==> src/rtl/fifo.sv <==
// Single-clock 128x8 FIFO with occupancy count, threshold flag and over/underflow pulses.
// Latency: read data is registered and appears on buf_out one cycle after an accepted read.
// Backpressure: writes are dropped when full and reads are dropped when empty, each flagged by a pulse.
module fifo #(
    parameter int DATA_W = 8,
    parameter int ADDR_W = 7
) (
    input  logic              clk_w,
    input  logic              clk_r,
    input  logic              rst,
    input  logic [DATA_W-1:0] buf_in,
    input  logic              wr_en,
    input  logic              rd_en,
    input  logic [ADDR_W-1:0] thresh_in,
    output logic [DATA_W-1:0] buf_out,
    output logic              buf_empty,
    output logic              buf_full,
    output logic [ADDR_W:0]   fifo_counter,
    output logic              uf_check,
    output logic              of_check,
    output logic              thresh_out
);

    localparam int DEPTH = 1 << ADDR_W;
    localparam logic [ADDR_W:0] FULL_CNT = (ADDR_W + 1)'(DEPTH);

    logic [DATA_W-1:0] mem [DEPTH];
    logic [ADDR_W-1:0] wr_ptr;
    logic [ADDR_W-1:0] rd_ptr;
    logic              wr_acc;
    logic              rd_acc;

    // clk_r is a legacy pin only; everything runs on clk_w.
    logic unused_clk_r;
    assign unused_clk_r = clk_r;

    assign buf_empty  = (fifo_counter == '0);
    assign buf_full   = (fifo_counter == FULL_CNT);
    assign thresh_out = (fifo_counter >= {1'b0, thresh_in});

    assign wr_acc = wr_en && !buf_full;
    assign rd_acc = rd_en && !buf_empty;

    // Storage is deliberately not reset; the cleared pointers make old entries unreachable.
    always_ff @(posedge clk_w) begin
        if (!rst && wr_acc) begin
            mem[wr_ptr] <= buf_in;
        end
    end

    always_ff @(posedge clk_w) begin
        if (rst) begin
            wr_ptr <= '0;
            rd_ptr <= '0;
        end else begin
            if (wr_acc) begin
                wr_ptr <= wr_ptr + 1'b1;
            end
            if (rd_acc) begin
                rd_ptr <= rd_ptr + 1'b1;
            end
        end
    end

    always_ff @(posedge clk_w) begin
        if (rst) begin
            buf_out <= '0;
        end else if (rd_acc) begin
            buf_out <= mem[rd_ptr];
        end
    end

    always_ff @(posedge clk_w) begin
        if (rst) begin
            fifo_counter <= '0;
        end else begin
            case ({wr_acc, rd_acc})
                2'b10:   fifo_counter <= fifo_counter + 1'b1;
                2'b01:   fifo_counter <= fifo_counter - 1'b1;
                default: fifo_counter <= fifo_counter;
            endcase
        end
    end

    // Rejected requests are reported one cycle later as single-cycle pulses.
    always_ff @(posedge clk_w) begin
        if (rst) begin
            of_check <= 1'b0;
            uf_check <= 1'b0;
        end else begin
            of_check <= wr_en && buf_full;
            uf_check <= rd_en && buf_empty;
        end
    end

endmodule

==> config.mk <==
export PLATFORM = sky130hd
export DESIGN_NAME = fifo
export DESIGN_NICKNAME = d
export VERILOG_FILES = /design/src/rtl/fifo.sv
export SDC_FILE = /design/constraint.sdc
export NUM_CORES = 1
export LEC_CHECK = 0
export CORE_MARGIN = 2
export CORE_UTILIZATION = 25
export DETAILED_ROUTE_END_ITERATION = 8
export PLACE_DENSITY = 0.5
export SYNTH_ARGS = -nofsm -noshare
export SYNTH_HDL_FRONTEND = slang
export SYNTH_SLANG_ARGS = --single-unit
==> constraint.sdc <==
create_clock -name clk_w -period 4.3 [get_ports clk_w]
set_input_delay 1.075 -clock clk_w [delete_from_list [all_inputs] [get_ports clk_w]]
set_output_delay 1.075 -clock clk_w [all_outputs]
set_load 0.1 [all_outputs]
[After elaboration in Yosys (flattened, before gate mapping)]
Memories as Yosys holds them, arrays and structs flattened. A register that Yosys moved wholly into a read port is not among the register bits.
Cells that the tools add are included.
Operators by class
  add/subtract/negate cells: 4
  order comparisons: 1
  equality and inequality tests: 3
  multiplexer cells: 3
  reduce and logical (&&, ||, !) cells: 10
Operator list (number)
  case mux 8 bit (2 select lines): 1
  adder 7 x 1 -> 7 bit (second input constant): 2
  adder 8 x 1 -> 8 bit (second input constant): 1
  == test 8 bit (second input constant): 1
  greater-or-equal comparator 8 x 7 -> 1 bit: 1
  zero test 8 bit: 1
  subtractor 8 x 1 -> 8 bit (second input constant): 1
  logical AND 1 bit: 5
  zero test 1 bit: 3
  == test 2 x 1 -> 1 bit (second input constant): 1
  == test 2 bit (second input constant): 1
  two-way mux 1 bit: 2
  nonzero test 2 bit: 1
Storage, ports and cells
  bits in registers: 24
  RAM bits: 1024
  bits of input ports: 20
  output and inout port bits: 21
  memories kept: 1
Memory list
  mem: words 128, width 8, rd ports 1, clocked after memory_dff 1, wr ports 1, RTL line 27  | logic [DATA_W-1:0] mem [DEPTH];

[Logic depth before layout (Yosys ltp)]
  word-level depth: 6
  gate-level depth with buffers: 14

[Worst setup path after synthesis]
OpenSTA, ideal clock, no wires.
  path type: flip-flop to output port
  from: register fifo_counter[0]
  to: output thresh_out
  arrival time: 3.398 ns
  slack: -0.173 ns
  cell stages (with the launch flop): 10
  path through: dfxtp_1 > inv_1 > ha_1 > nand2b_1 > a21o_1 > a21o_1 > a21oi_1 > nor2b_1 > o21ai_0 > a21oi_1
On the way
  longest elaborated chain between the ends: 1
RTL lines
  start: declaration: RTL line 18  | output logic [ADDR_W:0] fifo_counter,
  start signal: assignment: RTL line 78  | 2'b10: fifo_counter <= fifo_counter + 1'b1;
  start signal: assignment: RTL line 79  | 2'b01: fifo_counter <= fifo_counter - 1'b1;
  start signal: assignment: RTL line 80  | default: fifo_counter <= fifo_counter;
  greater-or-equal comparator 8 x 7 -> 1 bit: RTL line 39  | assign thresh_out = (fifo_counter >= {1'b0, thresh_in});
  end: declaration: RTL line 21  | output logic thresh_out
Every way passes these cells.

[Final worst setup path]
  from: input thresh_in[0]
  to: output thresh_out
On the way
  longest elaborated chain between the ends: 1
RTL lines
  start: declaration: RTL line 14  | input logic [ADDR_W-1:0] thresh_in,
  greater-or-equal comparator 8 x 7 -> 1 bit: RTL line 39
Every way passes these cells.

==> summary.txt <==
Outcome
  – Status: finished clean

Clock tree
  – CTS resizes: 0
  – Post-CTS setup buffer count: 0
  – Cts hold-fix bufs: 0
  – CTS root buffer: clkbuf_16
  – Clock Path Buffers: 3
  – Clock insertion delay at the later pin of the skew report: 700 ps
  – # H-tree levels: 3
  – Reg clk slew, reported paths: 60 ps
  – CTS sink cnt: 1056
  – Num CTS Buffers: 107
  – TritonCTS clock tree: built

Die
  – Placeable Area: around 170000 um2
  – IO Pins: 41
  – Die ar.: around 170000 um2
  – Site Rows: 150
  – Die Wd: just over 400 um
  – Initial Utilization: 0.2507
  – Die span in y: 412.8 um

Synthesis
  – Largest cells by area after synthesis: edfxtp_1 74%, mux4_2 10%, mux2i_1 4.7%
  – Count of cell types in the netlist: 53
  – Post-synth EDFFs: 1024
  – Synth top area share: 0.7360
  – Gate Count Post-Synth: 2146
  – XOR/XNOR Fraction of Synth Area: 0.003564
  – Synth area leader: edfxtp_1
  – Adder-cell share of the synthesized area: 0.005271
  – Simple-Gate Fraction of Synth Area: 0.03348
  – Mux contribution to synthesized area: 0.1502
  – Area of the mapped netlist: 41780 um2
  – Count leader, synth: edfxtp_1
  – Complex-gate fraction of the synthesized area: 0.03669
  – Async SR Flop Fraction: 0
  – Sequential-to-total area share from yosys stat: 0.7513
  – Synth warnings: 0
  – Syn Nets: 2183
  – Primary FF master, synth: edfxtp_1
  – Largest family of logic cells by synthesized area: multiplexers
  – Synth Register Bits: 1056
  – Post-synth top cells: 1024 x edfxtp_1, 196 x mux2i_1, 186 x mux4_2
  – Mean post-synth cell area: about 19 um2

Worst setup path
  – End point of the critical path: thresh_out
  – FF-to-FF Start: fifo_counter[3]
  – Critical path cell sequence: clkdlybuf4s50_1 > ha_1 > nand2b_1 > a21o_1 > a21o_1 > a21oi_1 > nor2b_1 > o21ai_0 > a21oi_2 > buf_12
  – Worst r2r path cells: 13
  – Max incr delay on CP: 400 ps
  – Reg2Reg Capture Point: fifo_counter[7]
  – Crit-path slowest cell: clkdlybuf4s50_1
  – Critical Path RT: about 3200 ps
  – Critical setup path kind: input port to output port
  – Setup crit start: thresh_in[0]
  – Critical path fanouts, max: 1
  – Setup crit end kind: output port
  – Crit path top cell by count: a21o_1
  – R2R Setup Slk: about 760 ps
  – Critical path arrival: 2980 ps
  – CP startpoint kind: input port

Timing
  – Setup TNS: 0 ps
  – FMAX: 246.7 MHz
  – Slew @ Worst Pin: 1095 ps
  – Fin crit period: 4053 ps
  – Final slew viol count: 0
  – RSZ-0062 raised after global routing: false
  – Final worst-path cycle share: 0.9426
  – Final Skew: 23.62 ps
  – Max_slew headroom: 0.2678
  – Final number of hold-violating endpoints: 0
  – Endpoints failing setup: 0

Routing
  – Pre-Repair DR Iteration Count: 6
  – Initial DRC count: 2002
  – Vias: between 20000 and 25000
  – Vias/cell: between 4 and 5
  – Final WL: 107800 um
  – # DRC: 0
  – Final ANT Viol Nets: 0
  – Average wire per standard cell: 23.26 um

Power
  – Clock power frac: 0.365
  – Leak Pwr: 14.71 nW
  – Internal Power: 18.73 mW
  – Switching power: 7.126 mW
  – Flop pwr share: 0.450
  – Logic pwr share: 0.185
  – Maximum vdd drop: 0.0004441 V
  – Pwr per Cell Area: 525.4 nW/um2
  – Switching part of the total power: 0.2756

Finish
  – Final core occ: 0.2953
  – Layout area overhead: 17.79%
  – Diodes inserted: 0
  – Layout cells sized above 1: 0.2343
  – Fillers: 16350
  – Final #Nets: 2378

Global routing
  – First-pass GRT wire length: around 160000 um
  – Tot GR Track Use: 0.1247
  – Vias in the first global route: 21690
  – Overflow after GRT: 0
  – Antenna violations before repair: 7
  – Largest net degree at the start of global routing: 129

Placement
  – GP Congestion: just over 0.8
  – Post-DP HPWL: roughly 70000 um
  – I/O Buffers: 39

Flow run
  – Max-cap violations: 0

Worst hold path
  – Hold Path Class: register to register
## registers in the layout (all words and copies together) (netlist names)
signal	cells
mem	1024
buf_out	8
fifo_counter	8
rd_ptr	7
wr_ptr	7
of_check	1
uf_check	1
## power by group through the flow
| stage | combinational, mW | clock, mW | sequential, mW |
|---|---|---|---|
| 2_1_floorplan | 2.90 | 0 | 12.2 |
| 3_3_place_gp | 4.79 | 0 | 11.8 |
| 3_5_place_dp | 4.83 | 0 | 11.8 |
| 4_1_cts | 4.85 | 9.66 | 11.6 |
| 5_1_grt | 5.06 | 10.0 | 11.6 |
| 6_report | 4.79 | 9.44 | 11.6 |
## cells by family (layout without fill, tap and decap cells)
group           Yosys count  in the layout
buf+inv                 135            418
xor+xnor                 17             17
compound gates          213            213
fa+ha+maj                17             17
mux                     393            393
simple gates            315            315
flops                  1056           1056
## cell type report
type	count	area [um2]	area share
multi-input cells	955	9579	0.1946
clock inverters	70	807.0	0.01640
well taps	2204	2758	0.05603
inverters	12	45.04	0.0009152
clock buffers	127	2753	0.05593
flip-flops and latches	1056	31400	0.6380
repair buffers	209	1872	0.03803
## worst min path at each step
stage              start        end  slack (ps)  depth (start not counted)
2_1_floorplan  wr_ptr[1]  wr_ptr[1]         510                          2
3_5_place_dp   wr_ptr[1]  wr_ptr[1]         540                          2
5_1_grt        wr_ptr[1]  wr_ptr[1]         580                          2
4_1_cts        wr_ptr[1]  wr_ptr[1]         550                          2
6_report       wr_ptr[1]  wr_ptr[1]         560                          2
3_3_place_gp   wr_ptr[1]  wr_ptr[1]         530                          2
## stage by stage
step           total power, mW  area (um2)  instances  hold slack [ps]  worst slack [ps]
6_report                 25.86       49210       4633            562.1             246.7
5_1_grt                  26.74       49210       4633            584.7             108.5
4_1_cts                  26.13       49210       4633            552.8             240.8
3_5_place_dp             16.67       45660       4436            543.3             246.6
3_3_place_gp             16.62       45660       4436            533.5             159.8
2_1_floorplan            15.11       41780       2146            506.0             210.1
## worst max-delay path, delay by kind of cell
kind,cells,cell delay (ps)
buffers and inverters,2,570
adder cells (fa/ha/maj),1,280
AND/OR/NAND/NOR,2,210
AO/OA/AOI/OAI,5,830
## placed cells by master (no fill, tap or decap), drive strengths merged, types with 15 or more instances in the layout
cell type / count
ha: 16
bufinv: 15
mux2i: 196
o221ai: 21
clkdlybuf4s50: 27
o22ai: 47
edfxtp: 1024
a22oi: 43
buf: 182
a221oi: 15
o21ai: 22
nand3: 23
nand2: 51
mux4: 186
clkbuf: 127
dfxtp: 32
inv: 17
nor2: 182
clkinv: 45
a21oi: 40
## layer usage
metal,track usage,vias to the layer above,routed length [um]
li1,-,9138,-
met1,0.1737,11320,48490
met2,0.2028,607,51530
met3,0.01793,125,5455
met4,0.03455,2,2282
met5,0,-,13
(Power assumes the default switching activity.)
